[config.mk]
export PLATFORM = sky130hd
export DESIGN_NAME = alu_seq
export DESIGN_NICKNAME = d
export VERILOG_FILES = /design/src/rtl/alu_pkg.sv /design/src/rtl/alu_shift_unit.sv /design/src/rtl/alu_seq.sv
export SDC_FILE = /design/constraint.sdc
export NUM_CORES = 1
export LEC_CHECK = 0
export ABC_AREA = 1
export CAP_MARGIN = 15
export CORE_UTILIZATION = 30
export DETAILED_ROUTE_END_ITERATION = 10
export SYNTH_ARGS = -nofsm -noshare
export SYNTH_HDL_FRONTEND = slang
export SYNTH_SLANG_ARGS = --single-unit
[constraint.sdc]
create_clock -name clk -period 4.3 [get_ports clk]
set_input_delay 0.86 -clock clk [delete_from_list [all_inputs] [get_ports clk]]
set_output_delay 0.86 -clock clk [all_outputs]
set_load 0.01 [all_outputs]
[src/rtl/alu_pkg.sv]
// Shared opcode encodings and FSM state type for the sequential ALU.
package alu_pkg;

  localparam logic [3:0] OP_A    = 4'h0;
  localparam logic [3:0] OP_B    = 4'h1;
  localparam logic [3:0] OP_NOTA = 4'h2;
  localparam logic [3:0] OP_NOTB = 4'h3;
  localparam logic [3:0] OP_ADD  = 4'h4;
  localparam logic [3:0] OP_ADC  = 4'h5;
  localparam logic [3:0] OP_OR   = 4'h6;
  localparam logic [3:0] OP_AND  = 4'h7;
  localparam logic [3:0] OP_ZERO = 4'h8;
  localparam logic [3:0] OP_ONE  = 4'h9;
  localparam logic [3:0] OP_ONES = 4'hA;
  localparam logic [3:0] OP_CLC  = 4'hB;
  localparam logic [3:0] OP_SEC  = 4'hC;
  localparam logic [3:0] OP_SUB  = 4'hD;
  localparam logic [3:0] OP_SHL  = 4'hE;
  localparam logic [3:0] OP_SHR  = 4'hF;

  typedef enum logic {
    IDLE  = 1'b0,
    SHIFT = 1'b1
  } state_e;

endpackage

[src/rtl/alu_shift_unit.sv]
// Iterative one-bit-per-cycle logical shifter: work register plus down-counter.
// Exposes the value and bit-out of the current step so the caller can capture
// the final result on the step where the counter runs out.
module alu_shift_unit
  import alu_pkg::*;
#(
  parameter int unsigned WIDTH = 16,
  parameter int unsigned SHW   = $clog2(WIDTH)
) (
  input  logic             clk,
  input  logic             reset,
  input  logic             i_load,
  input  logic             i_right,
  input  logic [WIDTH-1:0] i_a,
  input  logic [SHW-1:0]   i_n,
  input  logic             i_step,
  output logic [WIDTH-1:0] o_result,
  output logic             o_bit_out,
  output logic             o_last_step
);

  logic [WIDTH-1:0] r_work;
  logic [SHW-1:0]   r_cnt;
  logic             r_right;

  logic [WIDTH-1:0] w_shifted;
  logic             w_bit_out;

  // One-bit shift of the work register and the bit that falls off the end.
  always_comb begin
    w_shifted = r_work;
    w_bit_out = 1'b0;
    if (r_right) begin
      w_shifted = {1'b0, r_work[WIDTH-1:1]};
      w_bit_out = r_work[0];
    end else begin
      w_shifted = {r_work[WIDTH-2:0], 1'b0};
      w_bit_out = r_work[WIDTH-1];
    end
  end

  // Work register, direction and counter: load on accept, advance on each step.
  always_ff @(posedge clk or posedge reset) begin
    if (reset) begin
      r_work  <= '0;
      r_cnt   <= '0;
      r_right <= 1'b0;
    end else if (i_load) begin
      r_work  <= i_a;
      r_cnt   <= i_n;
      r_right <= i_right;
    end else if (i_step && (r_cnt != '0)) begin
      r_work <= w_shifted;
      r_cnt  <= r_cnt - 1'b1;
    end
  end

  assign o_result    = w_shifted;
  assign o_bit_out   = w_bit_out;
  assign o_last_step = (r_cnt == {{(SHW-1){1'b0}}, 1'b1});

endmodule

[src/rtl/alu_seq.sv]
// Registered ALU with persistent carry, zero flag and iterative shifts.
// Single-cycle ops complete at the accept edge; shifts by n>=1 take n more edges.
module alu_seq
  import alu_pkg::*;
#(
  parameter int unsigned WIDTH = 16,
  parameter int unsigned SHW   = $clog2(WIDTH)
) (
  input  logic             clk,
  input  logic             reset,
  input  logic             start,
  input  logic [3:0]       op,
  input  logic [WIDTH-1:0] a,
  input  logic [WIDTH-1:0] b,
  output logic [WIDTH-1:0] z,
  output logic             cy,
  output logic             zf,
  output logic             busy,
  output logic             done
);

  state_e           r_state;
  logic [WIDTH-1:0] r_z;
  logic             r_cy;
  logic             r_zf;
  logic             r_done;

  state_e           w_state_nxt;
  logic [WIDTH-1:0] w_z_nxt;
  logic             w_cy_nxt;
  logic             w_zf_nxt;
  logic             w_done_nxt;

  logic [WIDTH:0]   w_sum;
  logic [WIDTH-1:0] w_core_z;
  logic             w_core_cy;
  logic             w_core_wz;

  logic [SHW-1:0]   w_n;
  logic             w_is_shift;
  logic             w_load;
  logic             w_step;
  logic [WIDTH-1:0] w_sh_result;
  logic             w_sh_bit_out;
  logic             w_sh_last;

  assign w_n        = b[SHW-1:0];
  assign w_is_shift = (op == OP_SHL) || (op == OP_SHR);

  alu_shift_unit #(
    .WIDTH (WIDTH),
    .SHW   (SHW)
  ) u_shift (
    .clk         (clk),
    .reset       (reset),
    .i_load      (w_load),
    .i_right     (op == OP_SHR),
    .i_a         (a),
    .i_n         (w_n),
    .i_step      (w_step),
    .o_result    (w_sh_result),
    .o_bit_out   (w_sh_bit_out),
    .o_last_step (w_sh_last)
  );

  // Single-cycle core: result, carry and whether z is written for the current opcode.
  always_comb begin
    w_sum     = '0;
    w_core_z  = r_z;
    w_core_cy = r_cy;
    w_core_wz = 1'b1;
    unique case (op)
      OP_A:    w_core_z = a;
      OP_B:    w_core_z = b;
      OP_NOTA: w_core_z = ~a;
      OP_NOTB: w_core_z = ~b;
      OP_ADD: begin
        w_sum     = {1'b0, a} + {1'b0, b};
        w_core_z  = w_sum[WIDTH-1:0];
        w_core_cy = w_sum[WIDTH];
      end
      OP_ADC: begin
        w_sum     = {1'b0, a} + {1'b0, b} + {{WIDTH{1'b0}}, r_cy};
        w_core_z  = w_sum[WIDTH-1:0];
        w_core_cy = w_sum[WIDTH];
      end
      OP_OR:   w_core_z = a | b;
      OP_AND:  w_core_z = a & b;
      OP_ZERO: w_core_z = '0;
      OP_ONE:  w_core_z = {{(WIDTH-1){1'b0}}, 1'b1};
      OP_ONES: w_core_z = '1;
      OP_CLC: begin
        w_core_cy = 1'b0;
        w_core_wz = 1'b0;
      end
      OP_SEC: begin
        w_core_cy = 1'b1;
        w_core_wz = 1'b0;
      end
      // Carry set means no borrow.
      OP_SUB: begin
        w_sum     = {1'b0, a} + {1'b0, ~b} + {{WIDTH{1'b0}}, 1'b1};
        w_core_z  = w_sum[WIDTH-1:0];
        w_core_cy = w_sum[WIDTH];
      end
      // Only the n=0 case resolves here; n>=1 goes through the shift unit.
      OP_SHL, OP_SHR: w_core_z = a;
      default: ;
    endcase
  end

  // FSM next-state, flag/result updates and handshake outputs.
  always_comb begin
    w_state_nxt = r_state;
    w_z_nxt     = r_z;
    w_cy_nxt    = r_cy;
    w_zf_nxt    = r_zf;
    w_done_nxt  = 1'b0;
    w_load      = 1'b0;
    w_step      = 1'b0;
    unique case (r_state)
      IDLE: begin
        if (start) begin
          if (w_is_shift && (w_n != '0)) begin
            w_load      = 1'b1;
            w_state_nxt = SHIFT;
          end else begin
            w_z_nxt    = w_core_z;
            w_cy_nxt   = w_core_cy;
            w_zf_nxt   = w_core_wz ? (w_core_z == '0) : r_zf;
            w_done_nxt = 1'b1;
          end
        end
      end
      SHIFT: begin
        w_step = 1'b1;
        if (w_sh_last) begin
          w_z_nxt     = w_sh_result;
          w_cy_nxt    = w_sh_bit_out;
          w_zf_nxt    = (w_sh_result == '0);
          w_done_nxt  = 1'b1;
          w_state_nxt = IDLE;
        end
      end
      default: w_state_nxt = IDLE;
    endcase
  end

  // State, result and flag registers.
  always_ff @(posedge clk or posedge reset) begin
    if (reset) begin
      r_state <= IDLE;
      r_z     <= '0;
      r_cy    <= 1'b0;
      r_zf    <= 1'b0;
      r_done  <= 1'b0;
    end else begin
      r_state <= w_state_nxt;
      r_z     <= w_z_nxt;
      r_cy    <= w_cy_nxt;
      r_zf    <= w_zf_nxt;
      r_done  <= w_done_nxt;
    end
  end

  assign z    = r_z;
  assign cy   = r_cy;
  assign zf   = r_zf;
  assign done = r_done;
  assign busy = (r_state == SHIFT);

endmodule
Word-level counts from Yosys, hierarchy flattened

Cells that the tools add are included.

Bits of input ports: 39
Register bits after elaboration: 41
Output and inout port bits: 20

Reductions and logical operators: 14
Add/subtract/negate cells: 5
Bitwise logic cells: 5
Muxes and demuxes: 31
Eq/ne operators: 21

Operators by type and width:

| operator              | number |
|---|---|
| $pmux 16 s12          | 1 |
| $mux 16               | 6 |
| $add 16x16->17        | 2 |
| $eq 4x4->1 const B    | 8 |
| $logic_not 16->1      | 2 |
| $not 16->16           | 2 |
| $pmux 16 s2           | 1 |
| $add 17x1->17         | 1 |
| $add 17x1->17 const B | 1 |
| $and 16x16->16        | 1 |
| $eq 4x3->1 const B    | 4 |
| $mux 1                | 16 |
| $or 16x16->16         | 1 |
| $eq 4x1->1 const B    | 2 |
| $eq 4x2->1 const B    | 2 |
| $mux 4                | 2 |
| $pmux 1 s2            | 4 |
| $reduce_and 4->1      | 2 |
| $reduce_bool 4->1     | 2 |
| $ne 2x2->1 const B    | 3 |
| $ne 6x1->1 const B    | 1 |
| $pmux 1 s5            | 1 |
| $logic_not 4->1       | 1 |
| $sub 4x1->4 const B   | 1 |
| other kinds (8)       | 9 |

Depth between registers and ports, before layout

Depth after elaboration: 9
Depth in mapped cells: 22
Gate-level depth less buffers: 22

Modules after synthesis

From an unflattened synthesis, not the netlist that was laid out.

Cells, all modules: 1,117
Area, all modules: 6,449.9 sq um

Modules (own cells, without submodules):

| module         | area an instance (sq um) | instances | cells an instance |
|---|---|---|---|
| alu_seq        | 5,147.4                  | 1         | 938 |
| alu_shift_unit | 1,302.5                  | 1         | 179 |

Worst setup path before layout

Ideal clock, no wire load.

Path kind: input to register
Start: input port a[0]
End: register r_cy (netlist: cy)
Slack: 1.277 ns
Data required time: 4.180 ns
Arrival time: 2.903 ns
Stages on the path: 20
Cell sequence: ha_1 -> inv_1 -> fa_1 -> inv_1 -> ha_1 -> nand3_1 -> inv_1 -> nand3_2 -> nor2_4 -> nand2_1 -> nor2_1 -> nand2_1 -> nor2_1 -> nand2_1 -> nor2_2 -> a21boi_1 -> o21ai_1 -> nand2_1 -> nand2_1 -> a21oi_1

Cells in the longest elaborated chain, start to end: 6
Elaborated cells between the ends (all ways): 8
Classes of those cells: 4 x add/sub; 4 x mux

RTL lines:

| item                              | RTL line                                     | source |
|---|---|---|
| from (decl)                       | alu_seq.sv:13                                | `input logic [WIDTH-1:0] a,` |
| $add 16x16->17 (on tied branches) | alu_seq.sv:102, alu_seq.sv:78, alu_seq.sv:83 |  |
| $add 17x1->17 (on tied branches)  | alu_seq.sv:102, alu_seq.sv:83                |  |
| $pmux 1 s5 *                      | alu_seq.sv:72                                | `unique case (op)` |
| $mux 1 *                          | alu_seq.sv:124                               | `if (w_is_shift && (w_n != '0)) begin` |
| $mux 1 *                          | alu_seq.sv:123                               | `if (start) begin` |
| $pmux 1 s2 *                      | alu_seq.sv:121                               | `unique case (r_state)` |
| to (signal assigned)              | alu_seq.sv:160                               | `r_cy <= w_cy_nxt;` |
| to (decl)                         | alu_seq.sv:24                                | `logic r_cy;` |

Mark *: on every way between the ends. The rest lies on a longest branch, timed or not. The select of a mux whose other input is x is not followed.
A chain may end at the register's enable or synchronous reset.

Worst setup path after layout

Start: input port b[0]
End: register r_zf (netlist: zf)

Cells in the longest elaborated chain, start to end: 9
Elaborated cells between the ends (all ways): 17
Classes of those cells: 4 x add/sub; 1 x eq/ne; 5 x mux; 3 x bitwise; 4 x reduce/logical

RTL lines:

| item                 | RTL line                      | source |
|---|---|---|
| from (decl)          | alu_seq.sv:14                 | `input logic [WIDTH-1:0] b,` |
| $not 16->16          | alu_seq.sv:76, alu_seq.sv:102 |  |
| $add 16x16->17       | alu_seq.sv:102                | `w_sum = {1'b0, a} + {1'b0, ~b} + {{WIDTH{1'b0}}, 1'b1};` |
| $add 17x1->17        | alu_seq.sv:102                |  |
| $pmux 16 s12         | alu_seq.sv:72                 |  |
| $logic_not 16->1     | alu_seq.sv:130                | `w_zf_nxt = w_core_wz ? (w_core_z == '0) : r_zf;` |
| $mux 1               | alu_seq.sv:130                |  |
| $mux 1               | alu_seq.sv:124                |  |
| $mux 1               | alu_seq.sv:123                |  |
| $pmux 1 s2           | alu_seq.sv:121                |  |
| to (signal assigned) | alu_seq.sv:161                | `r_zf <= w_zf_nxt;` |
| to (decl)            | alu_seq.sv:25                 | `logic r_zf;` |

Several ways; a longest one is shown, not always the timed one. The select of a mux whose other input is x is not followed.

==> metrics list <==
- Status: finished, final reports clean
- Yosys mapped the design onto 55 distinct sky130hd cell types.
* Buffer levels on the longest clock path: 2
- The multi-input combinational cells in the finished layout cover a total of 4470 sq um.
- I/O pin count: 59
- Hold path cells: 2
- Worst clock skew: 0.00760 ns
- The worst setup path is captured at a flop.
* All-layer global routing usage: 23.4%
- Wire length of the first global-routing pass: 38700 um
* Final setup TNS: 0 ns
- Counting flops with an async set or reset pin after synthesis yields a share of 100%.
- After filler insertion, the fill cell instance count of the layout stands at 2262.
- Post-layout net count: 1228
- Worst slew margin: 24.8%
* Number of clock sinks: 41
* GR Overflow Total: 0
- Drt first-iter violations: 705
* Port-buffer cells: 58
- Met3 demand-to-capacity share in global routing: 3.25%
- Initial antenna violation count: 0
* Placer congestion estimate: 0.966
- Compared with the post-synthesis result, the final layout area differs by 18.5%.
- Syn Inst Count: 1063
* Fraction of final layout cells sized beyond drive strength 1: 9.81%
* Setup repair after global routing missed its margin: no
* Yosys warnings: 0
- Die Footprint: 21400 sq um
- Die outline height: 146 um
* Data required time of the critical path: 4.52 ns
- Global routing used 36.2% of the available met2 tracks.
* Maximum fanout encountered on the critical timing path: 5
* First drt pass iteration count: 7
* Min cycle time layout: 3.94 ns
- Worst min-delay path category: reg2reg
- The number of pins exceeding their max-slew limit in the final report was 0.
- In the global route stage, met1 resource usage came out at 32.5%.
* Average via count per standard cell: 5.18
- TritonCTS clock tree: done
* Number of nets with antenna violations after detailed routing: 0
- For hold timing, the worst endpoint is z[6].
* Initial cell density of the core: 30.7%
- Post-route cell area: 7390 sq um
- Synthesized area per cell: 5.87 sq um
- The synthesized design spends more area on one cell type than any other, namely nand2_1.
- Measured in cells, the most critical reg-to-reg path has a length of 8.
- In the finished design, the share of the clock period the worst path needs comes to 91.6%.
- At the pin with the least slew margin, the transition time is 1.12 ns.
- Summing every instance area after synthesis gives 6240 sq um.
- For this run, the leading register cell type out of synthesis is dfrtp_1.
* Final WL: 24800 um
- For this design the static power due to leakage is 3.69 nW.
- Start point of the worst min-delay path: z[6]
* Via total after detailed routing: 7262
- Post-DP HPWL: 20200 um
- Chip width: 146 um
- Flop2flop setup slack: 1.74 ns
- Post-Synthesis Net Count: 1161
* CTS Buf Count: 5
* Sequential fraction of the synthesis area: 16.4%
* Critical register-to-register path startpoint: busy
* Peak clock frequency supported by timing: 254 MHz
* H-tree depth: 2
- Total core area: 20300 sq um
- The hold violation count in the final report is 0.
* Critical Setup Path Class: in2reg
* Most used routing layer: met2
- Synth top area cells: nand2_1 (19%), dfrtp_1 (16%), ha_1 (11%)
- Registers take 1030 sq um.
- Number of synthesized flops with an enable pin: 0
- In this run the post-CTS setup repair buffer count came out at 0.
- STA classifies the critical path startpoint as an input pin.
* Cell Rows: 52
* Flop and latch count out of synthesis: 41
- The number of hold buffers added after CTS was 0.
- In the routed design, unresolved DRC markers number 0.
* Top-area cell type share of the netlist area: 19.5%
- Clock-pin slew on the worst setup and hold paths: 0.07 ns
- Power spread over the standard cell area amounts to 371 nW/um^2.
- The number of global-route vias before repair was 6909.
- Data arrives at the worst endpoint at 4.15 ns.
- Summing all placed instances gives a cell area of 7240 sq um.
* Routed length per placed instance: 17.7 um
- Clock root buffer: clkbuf_16
- Clock network latency to the later pin of the worst-skew pair: 0.29 ns
- In this run, post-CTS repair resized a total of 0 instances.
- Max Cap Violations: 0
- Counting instances in the post-synthesis netlist gives the leading cell types as nand2_1 (324), inv_1 (137), nor2_1 (109).
- Worst VDD drop: 0.224 mV
* Pin count of the biggest net entering global routing: 42
- Top-count cell post-synth: nand2_1
- Critical register-to-register path endpoint: cy
* Diodes inserted: 0
* Endpoints failing setup: 0
-- worst max path at each step --
stage	startpoint	end	slack [ns]	cells after the start
after floorplan	a[0]	cy	1.28	20
after global placement	b[0]	zf	0.11	21
after detailed placement	b[0]	cy	0.15	22
after CTS	b[0]	cy	0.44	22
after global routing	b[0]	cy	0.09	22
final	b[0]	zf	0.36	21
-- routing by layer --
layer | routed length [um] | vias to the layer above
li1 | - | 3580
met1 | 11500 | 3341
met2 | 10600 | 294
met3 | 1540 | 47
met4 | 1110 | 0
met5 | 0 | -
-- state kept, by name, summed over array words and instances, names as in the netlist --
register	count
busy	1
u_shift.r_work	16
z	16
cy	1
done	1
zf	1
u_shift.r_cnt	4
u_shift.r_right	1
-- report_power, final --
group / internal [mW] / switching (mW)
Combinational: 0.618 / 1.04
Sequential: 0.570 / 0.143
Clock: 0.215 / 0.162
Total: 1.40 / 1.34
-- logic make-up (layout without fill, tap and decap cells) --
logic type                 Yosys count  after routing  synth area share, %
buffers and inverters              187            255                 11.9
AOI/OAI and AO/OA                  171            171                 16.2
adders and majority gates           59             59                 12.1
and+or+nand+nor                    601            601                 42.6
xor gates and xnor gates             4              4                0.682
DFF                                 41             41                 16.4
-- placed cells by master, fill, tap and decap left out, types with 8 or more instances in the layout --
cell / instances
nand2_1: 324
inv_1: 136
nor2_1: 109
nand3_1: 79
o21ai_0: 65
clkdlybuf4s50_1: 58
ha_1: 57
a21oi_1: 49
dfrtp_1: 41
buf_4: 32
nand4_1: 22
nand2_2: 17
inv_2: 16
o221ai_1: 16
nor2_2: 13
o22ai_1: 10
nand3_2: 8
-- layout make-up --
type	instances	share of cell area (%)
clock inverters	3	0.305
clock buffers	5	1.69
multi-input cells	835	60.4
well taps	270	4.57
inverters	157	8.02
flip-flops and latches	41	13.9
repair buffers	90	11.1
-- critical path: stages --
cell	delay (ns)
clkdlybuf4s50_1	0.60
ha_1	0.31
inv_1	0.11
fa_1	0.41
inv_1	0.12
nand2_1	0.12
nand2_1	0.14
nand3_1	0.08
nand2_1	0.12
nand3_1	0.14
nor2_2	0.19
nand3_1	0.14
nor2_1	0.11
nand3_1	0.08
nand3_1	0.10
nand2_1	0.06
nand2_1	0.07
nand2_1	0.05
inv_1	0.07
nand4_1	0.11
a21oi_1	0.14
-- per-stage QoR --
step                hold slack, ns  utilization, %  power, mW  std cells  setup slack, ns
floorplan                    0.503               -       1.72       1063             1.28
global placement             0.534            35.7       2.34       1393            0.114
detailed placement           0.538            35.7       2.34       1393            0.150
CTS                          0.557            36.4       2.74       1401            0.438
global route                 0.589            36.4       2.99       1401           0.0948
finish                       0.551            36.4       2.74       1401            0.362
Note: power is estimated with default switching activity, not from simulation.
